===== src/rtl/fpa_f2i.sv =====
// Iterative single-precision float to signed integer converter (truncate toward zero).
// Takes the unpacked sign/exp/mantis fields and shifts the magnitude one bit per cycle.
module fpa_f2i #(
  parameter int OUT_W = 32
) (
  input  logic             clk,
  input  logic             rst_n,
  input  logic             in_valid,
  output logic             in_ready,
  input  logic             sign,
  input  logic [7:0]       exp,
  input  logic [22:0]      mantis,
  output logic             out_valid,
  input  logic             out_ready,
  output logic [OUT_W-1:0] result,
  output logic             invalid,
  output logic             inexact,
  output logic [2:0]       dbg_state
);

  // Handshake: a transfer happens on a rising edge where valid && ready are both high.
  // in_ready is high only in IDLE; out_valid is high only in DONE, and result/flags
  // stay frozen there until out_ready is seen.

  localparam int MW = (OUT_W > 24) ? OUT_W : 24;
  localparam logic [OUT_W-1:0] MIN_V = {1'b1, {(OUT_W-1){1'b0}}};
  localparam logic [OUT_W-1:0] MAX_V = ~MIN_V;
  localparam logic signed [9:0] E_TOP = 10'(OUT_W - 1);

  typedef enum logic [2:0] {
    S_IDLE  = 3'd0,
    S_CLASS = 3'd1,
    S_SHIFT = 3'd2,
    S_SIGN  = 3'd3,
    S_DONE  = 3'd4
  } state_t;

  state_t            state_q, state_d;
  logic              sign_q, sign_d;
  logic [7:0]        exp_q, exp_d;
  logic [22:0]       mantis_q, mantis_d;
  logic [MW-1:0]     mag_q, mag_d;
  logic [4:0]        cnt_q, cnt_d;
  logic              left_q, left_d;
  logic              sticky_q, sticky_d;
  logic [OUT_W-1:0]  result_q, result_d;
  logic              invalid_q, invalid_d;
  logic              inexact_q, inexact_d;
  logic              out_valid_q, out_valid_d;

  logic signed [9:0] e_s;
  logic [4:0]        n_w;
  logic [OUT_W-1:0]  mag_lo;

  assign e_s    = $signed({2'b00, exp_q}) - 10'sd127;
  // Only meaningful for the in-range case 0 <= e <= OUT_W-2, where e fits in 5 bits.
  assign n_w    = (e_s > 10'sd23) ? (e_s[4:0] - 5'd23) : (5'd23 - e_s[4:0]);
  assign mag_lo = mag_q[OUT_W-1:0];

  always_comb begin
    state_d   = state_q;
    sign_d    = sign_q;
    exp_d     = exp_q;
    mantis_d  = mantis_q;
    mag_d     = mag_q;
    cnt_d     = cnt_q;
    left_d    = left_q;
    sticky_d  = sticky_q;
    result_d  = result_q;
    invalid_d = invalid_q;
    inexact_d = inexact_q;

    case (state_q)
      S_IDLE: begin
        if (in_valid) begin
          sign_d    = sign;
          exp_d     = exp;
          mantis_d  = mantis;
          result_d  = '0;
          invalid_d = 1'b0;
          inexact_d = 1'b0;
          state_d   = S_CLASS;
        end
      end

      S_CLASS: begin
        state_d = S_DONE;
        if (exp_q == 8'hFF) begin
          invalid_d = 1'b1;
          if (mantis_q != 23'd0) result_d = MIN_V;
          else                   result_d = sign_q ? MIN_V : MAX_V;
        end else if (exp_q == 8'd0) begin
          result_d  = '0;
          inexact_d = (mantis_q != 23'd0);
        end else if (e_s < 10'sd0) begin
          result_d  = '0;
          inexact_d = 1'b1;
        end else if (e_s >= E_TOP) begin
          // -2^(OUT_W-1) is the one representable value at this exponent.
          if (sign_q && (e_s == E_TOP) && (mantis_q == 23'd0)) begin
            result_d = MIN_V;
          end else begin
            result_d  = sign_q ? MIN_V : MAX_V;
            invalid_d = 1'b1;
          end
        end else begin
          mag_d    = MW'({1'b1, mantis_q});
          sticky_d = 1'b0;
          left_d   = (e_s > 10'sd23);
          cnt_d    = n_w;
          state_d  = (n_w != 5'd0) ? S_SHIFT : S_SIGN;
        end
      end

      S_SHIFT: begin
        if (left_q) begin
          mag_d = {mag_q[MW-2:0], 1'b0};
        end else begin
          mag_d    = {1'b0, mag_q[MW-1:1]};
          sticky_d = sticky_q | mag_q[0];
        end
        cnt_d = cnt_q - 5'd1;
        if (cnt_q == 5'd1) state_d = S_SIGN;
      end

      S_SIGN: begin
        result_d  = sign_q ? -mag_lo : mag_lo;
        inexact_d = sticky_q;
        state_d   = S_DONE;
      end

      S_DONE: begin
        if (out_ready) state_d = S_IDLE;
      end

      default: state_d = S_IDLE;
    endcase

    out_valid_d = (state_d == S_DONE);
  end

  always_ff @(posedge clk or negedge rst_n) begin
    if (!rst_n) begin
      state_q     <= S_IDLE;
      sign_q      <= 1'b0;
      exp_q       <= '0;
      mantis_q    <= '0;
      mag_q       <= '0;
      cnt_q       <= '0;
      left_q      <= 1'b0;
      sticky_q    <= 1'b0;
      result_q    <= '0;
      invalid_q   <= 1'b0;
      inexact_q   <= 1'b0;
      out_valid_q <= 1'b0;
    end else begin
      state_q     <= state_d;
      sign_q      <= sign_d;
      exp_q       <= exp_d;
      mantis_q    <= mantis_d;
      mag_q       <= mag_d;
      cnt_q       <= cnt_d;
      left_q      <= left_d;
      sticky_q    <= sticky_d;
      result_q    <= result_d;
      invalid_q   <= invalid_d;
      inexact_q   <= inexact_d;
      out_valid_q <= out_valid_d;
    end
  end

  assign in_ready  = (state_q == S_IDLE);
  assign out_valid = out_valid_q;
  assign result    = result_q;
  assign invalid   = invalid_q;
  assign inexact   = inexact_q;
  assign dbg_state = state_q;

endmodule


===== config.mk =====
export PLATFORM = sky130hd
export DESIGN_NAME = fpa_f2i
export DESIGN_NICKNAME = d
export VERILOG_FILES = /design/src/rtl/fpa_f2i.sv
export SDC_FILE = /design/constraint.sdc
export NUM_CORES = 1
export LEC_CHECK = 0
export BUFFER_PORTS_ARGS = -buffer_cell sky130_fd_sc_hd__buf_2
export CELL_PAD_IN_SITES_DETAIL_PLACEMENT = 0
export CELL_PAD_IN_SITES_GLOBAL_PLACEMENT = 1
export CORE_ASPECT_RATIO = 0.5
export CORE_MARGIN = 4
export CORE_UTILIZATION = 49
export DETAILED_ROUTE_END_ITERATION = 6
export PLACE_DENSITY = 0.86
export SLEW_MARGIN = 5
export SYNTH_ARGS = -nofsm -noshare
export SYNTH_HDL_FRONTEND = slang
export SYNTH_SLANG_ARGS = --single-unit

===== constraint.sdc =====
create_clock -name clk -period 3.9 [get_ports clk]
set_input_delay 0.39 -clock clk [delete_from_list [all_inputs] [get_ports clk]]
set_output_delay 0.39 -clock clk [all_outputs]
set_load 0.1 [all_outputs]

==> impl_metrics.env, run 1 <==
export IMPL_cts_root_buf="clkbuf_16"
export IMPL_gp_congestion=0.913
export IMPL_syn_nets=653
export IMPL_r2r_slack_ns=0.91
export IMPL_synthDistinctLibCells=60
export IMPL_ant_nets=0
export IMPL_r2r_end="result[11]"
export IMPL_fp_row_count=28
export IMPL_grt_overflow_total=0
export IMPL_fmax_mhz=334
export IMPL_rr_worst_depth=10
export IMPL_antenna_found_initial=0
export IMPL_cts_tree="yes"
export IMPL_max_cap_violations=0
export IMPL_crit_chain="nand3_1 -> xor2_1 -> inv_1 -> ha_1 -> o2bb2ai_2 -> o31ai_1 -> a21o_1 -> buf_4 -> nand2_1 -> o211ai_1"
export IMPL_layout_nets=702
export IMPL_path_max_fanout=15
export IMPL_grt_pass1_vias=4393
export IMPL_yosysSeqAreaShare_pct=45.5
export IMPL_vdd_drop_max_v=0.000443
export IMPL_synth_ff_type="dfrtp_1"
export IMPL_coreArea_mm2=0.0119
export IMPL_via_per_inst=5.67
export IMPL_syn_cell_area_mm2=0.00599
export IMPL_drtPass1Iterations=5
export IMPL_start_kind="flop"
export IMPL_h_tree_depth=3
export IMPL_grt_pass1_wl_mm=23.7
export IMPL_vias=4688
export IMPL_gr_usage_all_layers_pct=21.0
export IMPL_grt_max_degree=59
export IMPL_areaGrowthSynthToFinish_pct=12.7
export IMPL_r2r_start="exp_q[2]"
export IMPL_path_buf_inv=2
export IMPL_power_total_mw=6.52
export IMPL_cp_slowest_stage_delay_ns=0.56
export IMPL_critPathArrivalTime_ns=3.23
export IMPL_skew_ns=0.00633
export IMPL_cts_resized=0
export IMPL_fp_dieArea_mm2=0.0142
export IMPL_drtIter0Drc=426
export IMPL_io_buffers=74
export IMPL_min_period_over_period_pct=76.7
export IMPL_async_flop_share_pct=100
export IMPL_ys_seq_elements=109
export IMPL_worstMarginPinSlew_ns=1.11
export IMPL_crit_family="compound AO/OA/AOI/OAI gates"
export IMPL_hold_buffers=0
export IMPL_drt_total_wl_mm=14.3
export IMPL_cts_buffer_depth=2
export IMPL_status="finished, final reports clean"
export IMPL_clkLatencyLatePin_ns=0.34
export IMPL_drc=0
export IMPL_die_x_um=164
export IMPL_netlist_instances=608
export IMPL_hold_violations=0
export IMPL_io_pins=75
export IMPL_crit_cells=10
export IMPL_power_density_mw_per_mm2=966
export IMPL_crit_end="result[11]"
export IMPL_synth_edf_count=0
export IMPL_startpoint="exp_q[2]"
export IMPL_syn_area_per_cell_um2=9.86
export IMPL_clkSlewWorstSetupHoldPaths_ns=0.07
export IMPL_routedWlPerCell_um=17.3
export IMPL_rsz0062_at_grt="no"
export IMPL_die_height_um=86.2
export IMPL_worstSetupPathType="reg -> reg"
export IMPL_period_needed_ns=2.99
export IMPL_diodes=0
export IMPL_worst_hold_path_type="in -> async"
export IMPL_start_util_pct=50.5
export IMPL_fin_setup_tns_ns=0
export IMPL_max_slew_margin_pct=26.3
export IMPL_numCtsBuffers=9
export IMPL_post_cts_setup_buffers=0
export IMPL_setup_viol=0
export IMPL_p_leak_nw=3.15
export IMPL_layout_drive_gt1_share_pct=23.1
export IMPL_hpwlAfterDp_mm=10.4
export IMPL_required_ns=4.14
export IMPL_crit_slowest_cell="xor2_1"
export IMPL_yosysWarnings=0
export IMPL_slew_violations=0
export IMPL_cts_sinks=109
export IMPL_cp_end_kind="flop"
## registers in the layout, summed over array words and instances, names as in the netlist
name and cells:
cnt_q 5, invalid 1, mantis_q 23, result 32, mag_lo 32, dbg_state 3
out_valid 1, inexact 1, sign_q 1, exp_q 8, sticky_q 1, left_q 1
## area by class of cell
cell class / count / area (µm²)
well taps: 165 / 206
clock inverters: 2 / 16.3
inverters: 12 / 45.0
repair buffers: 84 / 460
fillers: 1070 / 5120
multi-input cells: 441 / 3030
flip-flops and latches: 109 / 2730
clock buffers: 14 / 274
## routing by layer
metal  part of all wire [%]  global-route usage [%]  wire length [µm]
met5                      0                       0                 0
met4                   0.87                    3.70               124
met1                     53                    35.1              7570
met3                    7.9                    5.27              1140
met2                     38                    27.0              5490
## cell usage after synthesis (4+ instances only)
cell type | number | area (µm²)
mux2i_1 | 32 | 320
nand3_1 | 12 | 60.1
mux2_2 | 33 | 372
nand2_1 | 63 | 236
nand2b_1 | 6 | 37.5
inv_1 | 12 | 45.0
clkbuf_1 | 29 | 109
dfrtp_1 | 109 | 2730
or4_4 | 4 | 45.0
a22o_1 | 15 | 131
buf_2 | 11 | 55.1
xor2_1 | 31 | 272
o31ai_1 | 5 | 37.5
o41ai_1 | 5 | 43.8
o21ai_0 | 63 | 315
nor4_1 | 8 | 50.1
o211ai_1 | 10 | 75.1
xnor2_1 | 4 | 35.0
and3_1 | 4 | 25.0
nor2_1 | 40 | 150
o21ai_1 | 5 | 25.0
nor3_1 | 7 | 35.0
a21oi_1 | 37 | 185
ha_1 | 9 | 113
## cells in the final DEF, fill, tap and decap left out, types with 4 or more instances in the layout
cell,instances
dfrtp_1,109
buf_2,73
nand2_1,63
o21ai_0,63
nor2_1,39
a21oi_1,37
mux2_2,33
mux2i_1,32
xor2_1,31
a22o_1,15
inv_1,12
nand3_1,12
o211ai_1,10
buf_4,10
ha_1,9
clkbuf_16,9
nor4_1,8
nand2b_1,6
nor3_1,6
o21ai_1,5
o31ai_1,5
o41ai_1,5
and3_1,4
xnor2_1,4
or4_4,4
## cells by family (layout without fill, tap and decap cells)
family          count (synthesis)  in the layout  synth area share [%]
compound gates                164            164                  17.4
flops                         109            109                  45.5
mux                            66             66                  11.7
fa+ha+maj                       9              9                  1.88
simple gates                  166            166                  14.0
buf+inv                        58            112                  4.11
xor+xnor                       36             36                  5.39
## worst min-delay path by stage
| stage | start | to | slack (ns) |
|---|---|---|---|
| 2_1_floorplan | rst_n | cnt_q[0] | 0.09 |
| 3_3_place_gp | rst_n | result[2] | 0.46 |
| 3_5_place_dp | rst_n | result[4] | 0.46 |
| 5_1_grt | rst_n | result[4] | 0.12 |
| 6_report | rst_n | result[4] | 0.08 |
| 4_1_cts | rst_n | result[4] | 0.09 |
## metrics by stage
stage	cell area [µm²]	utilization, %	setup WS (ns)	hold WS (ns)	cells
2_1_floorplan	6000	-	0.243	0.0944	608
3_3_place_gp	6470	54.4	1.04	0.455	811
3_5_place_dp	6470	54.4	0.927	0.461	811
4_1_cts	6760	56.9	0.935	0.0940	827
5_1_grt	6760	56.9	0.587	0.123	827
6_report	6760	56.9	0.910	0.0757	827
## power by group
group,internal (mW),total [mW],switching [mW]
sequential,1.57,2.21,0.639
clock,0.488,0.887,0.399
combinational,1.13,3.42,2.30
total,3.19,6.52,3.33
Note: power is estimated with default switching activity, not from simulation.
==> run 2: changes to the inputs <==
CORE_UTILIZATION = 45   (was 49)
PLACE_DENSITY = 0.8   (was 0.86)
clock period = 2.89 ns   (was 3.9 ns; I/O delays follow)
==> run 2 against run 1 <==
Combinational power increased by 42%; final cell count rose by 1.5%; core utilization is 3.4 points lower; hold slack improved by 0.057 ns; power grew 39%; via count shrank 0.21%; sequential share of layout area decreased by 0.65 points; non-clock buffer count is 7 higher; clock-buffer cell count is 4 lower.
==> impl_metrics.env, run 2 (synthesis results as in run 1) <==
export IMPL_status="finished, final reports clean"
export IMPL_utilization_pct=53.5
export IMPL_areaGrowthSynthToFinish_pct=14.7
export IMPL_cts_sinks=109
export IMPL_fp_row_count=29
export IMPL_comb_power_share_pct=53.6
export IMPL_fin_setup_tns_ns=0
export IMPL_drtPass1Iterations=4
export IMPL_vias=4678
export IMPL_power_density_mw_per_mm2=1320
export IMPL_required_ns=3.13
export IMPL_path_buf_inv=1
export IMPL_via_per_inst=5.58
export IMPL_grt_pass1_vias=4255
export IMPL_max_cap_violations=0
export IMPL_numCtsBuffers=9
export IMPL_drc=0
export IMPL_rsz0062_at_grt="no"
export IMPL_hold_violations=0
export IMPL_min_period_over_period_pct=90.7
export IMPL_gp_congestion=0.829
export IMPL_period_needed_ns=2.62
export IMPL_skew_ns=0.00632
export IMPL_coreArea_mm2=0.0128
export IMPL_vdd_drop_max_v=0.000465
export IMPL_antenna_found_initial=0
export IMPL_fp_dieArea_mm2=0.0153
export IMPL_layout_drive_gt1_share_pct=24.7
export IMPL_layout_nets=709
export IMPL_crit_chain="ha_1 -> nand3_1 -> xnor2_1 -> ha_1 -> o2bb2ai_2 -> o31ai_1 -> a21o_1 -> buf_12 -> mux2_1"
export IMPL_seq_area_mm2=0.00273
export IMPL_max_slew_margin_pct=37.3
export IMPL_num_fill_cells=1196
export IMPL_cts_tree="yes"
export IMPL_cp_end_kind="flop"
export IMPL_path_max_fanout=33
export IMPL_cts_root_buf="clkbuf_16"
export IMPL_worst_path_most_repeated_cell="ha_1"
export IMPL_grt_overflow_total=0
export IMPL_worstSetupPathType="reg -> reg"
export IMPL_crit_slowest_cell="dfrtp_1"
export IMPL_switchingPower_mw=4.62
export IMPL_worstMarginPinSlew_ns=0.939
export IMPL_slew_violations=0
export IMPL_mostFrequentLayoutCells="dfrtp_1 (106), buf_2 (73), nand2_1 (63), o21ai_0 (63), nor2_1 (39)"
export IMPL_multi_input_comb_area_mm2=0.00304
export IMPL_cts_buffer_depth=2
export IMPL_final_common_cell="dfrtp_1"
export IMPL_setup_viol=0
export IMPL_switching_share_pct=51.1
export IMPL_p_leak_nw=3.20
export IMPL_start_util_pct=46.7
export IMPL_crit_family="adder cells"
export IMPL_die_x_um=171
export IMPL_internal_power_mw=4.43
export IMPL_diodes=0
export IMPL_drt_total_wl_mm=15.1
export IMPL_worst_hold_path_type="in -> reg"
export IMPL_seq_power_share_pct=32.1
export IMPL_io_pins=75
export IMPL_drtIter0Drc=453
export IMPL_clkLatencyLatePin_ns=0.35
export IMPL_grt_pass1_wl_mm=24.3
export IMPL_io_buffers=74
export IMPL_hpwlAfterDp_mm=10.8
export IMPL_h_tree_depth=3
export IMPL_die_height_um=89.6
export IMPL_fmax_mhz=381
export IMPL_cp_slowest_stage_delay_ns=0.45
export IMPL_routedWlPerCell_um=18.0
export IMPL_start_kind="flop"
export IMPL_ant_nets=0
export IMPL_clkSlewWorstSetupHoldPaths_ns=0.07
export IMPL_grt_max_degree=80
export IMPL_critPathArrivalTime_ns=2.86
export IMPL_gr_usage_all_layers_pct=20.4
export IMPL_clockPowerShare_pct=14.3
==> run 2: timing repair <==
| item | CTS | global route |
|---|---|---|
| hold buffers | 1 | 0 |
| hold endpoints to repair | 30 | 0 |
| setup endpoints to repair | 0 | 1 |
| setup buffers | 0 | 0 |
| gates resized for setup | 0 | 1 |
==> run 2: worst paths after layout <==
kind / from / depth (start not counted) / to / slack (ns)
worst max-delay path: exp_q[1] / 9 / result[10] / 0.27
min in group asynchronous: rst_n / 2 / exp_q[0] / 0.41
worst min-delay path: in_valid / 2 / invalid / 0.13
max in group asynchronous: rst_n / 3 / result[15] / 1.71
worst max register to register: exp_q[1] / 9 / result[10] / 0.27
worst min register to register: result[0] / 2 / result[0] / 0.50
==> run 2: routing by layer <==
layer	wire [µm]	vias to the layer above	track usage (%)	share of wire, %
met4	105	0	3.67	0.70
met3	844	8	4.20	5.6
met1	8620	2247	35.4	57
met2	5510	130	24.9	37
li1	-	2293	-	-
met5	0	-	0	0
==> run 2: power by group through the flow <==
stage | clock network (mW) | logic [mW] | registers [mW]
floorplan | 0 | 2.82 | 3.80
global placement | 0 | 4.80 | 2.89
detailed placement | 0 | 4.84 | 2.92
CTS | 1.32 | 4.85 | 2.89
global route | 1.38 | 5.26 | 3.00
finish | 1.29 | 4.86 | 2.90
==> run 2: layout make-up <==
| type | count | area share [%] |
|---|---|---|
| clock buffer | 10 | 3.48 |
| clock inverter | 6 | 1.04 |
| inverter | 12 | 0.655 |
| multi-input combinational | 441 | 44.2 |
| sequential | 109 | 39.7 |
| tap | 170 | 3.09 |
| timing repair buffer | 91 | 7.86 |
==> run 2: stage by stage <==
stage	instance area [µm²]	std cells	power, mW	setup WS, ns	hold WS, ns
finish	6880	839	9.05	0.268	0.133
global placement	6550	822	7.69	0.366	0.247
detailed placement	6550	822	7.76	0.241	0.251
floorplan	6010	608	6.61	0.0441	-0.00659
global route	6880	839	9.65	0.0352	0.137
CTS	6870	839	9.06	0.211	0.127
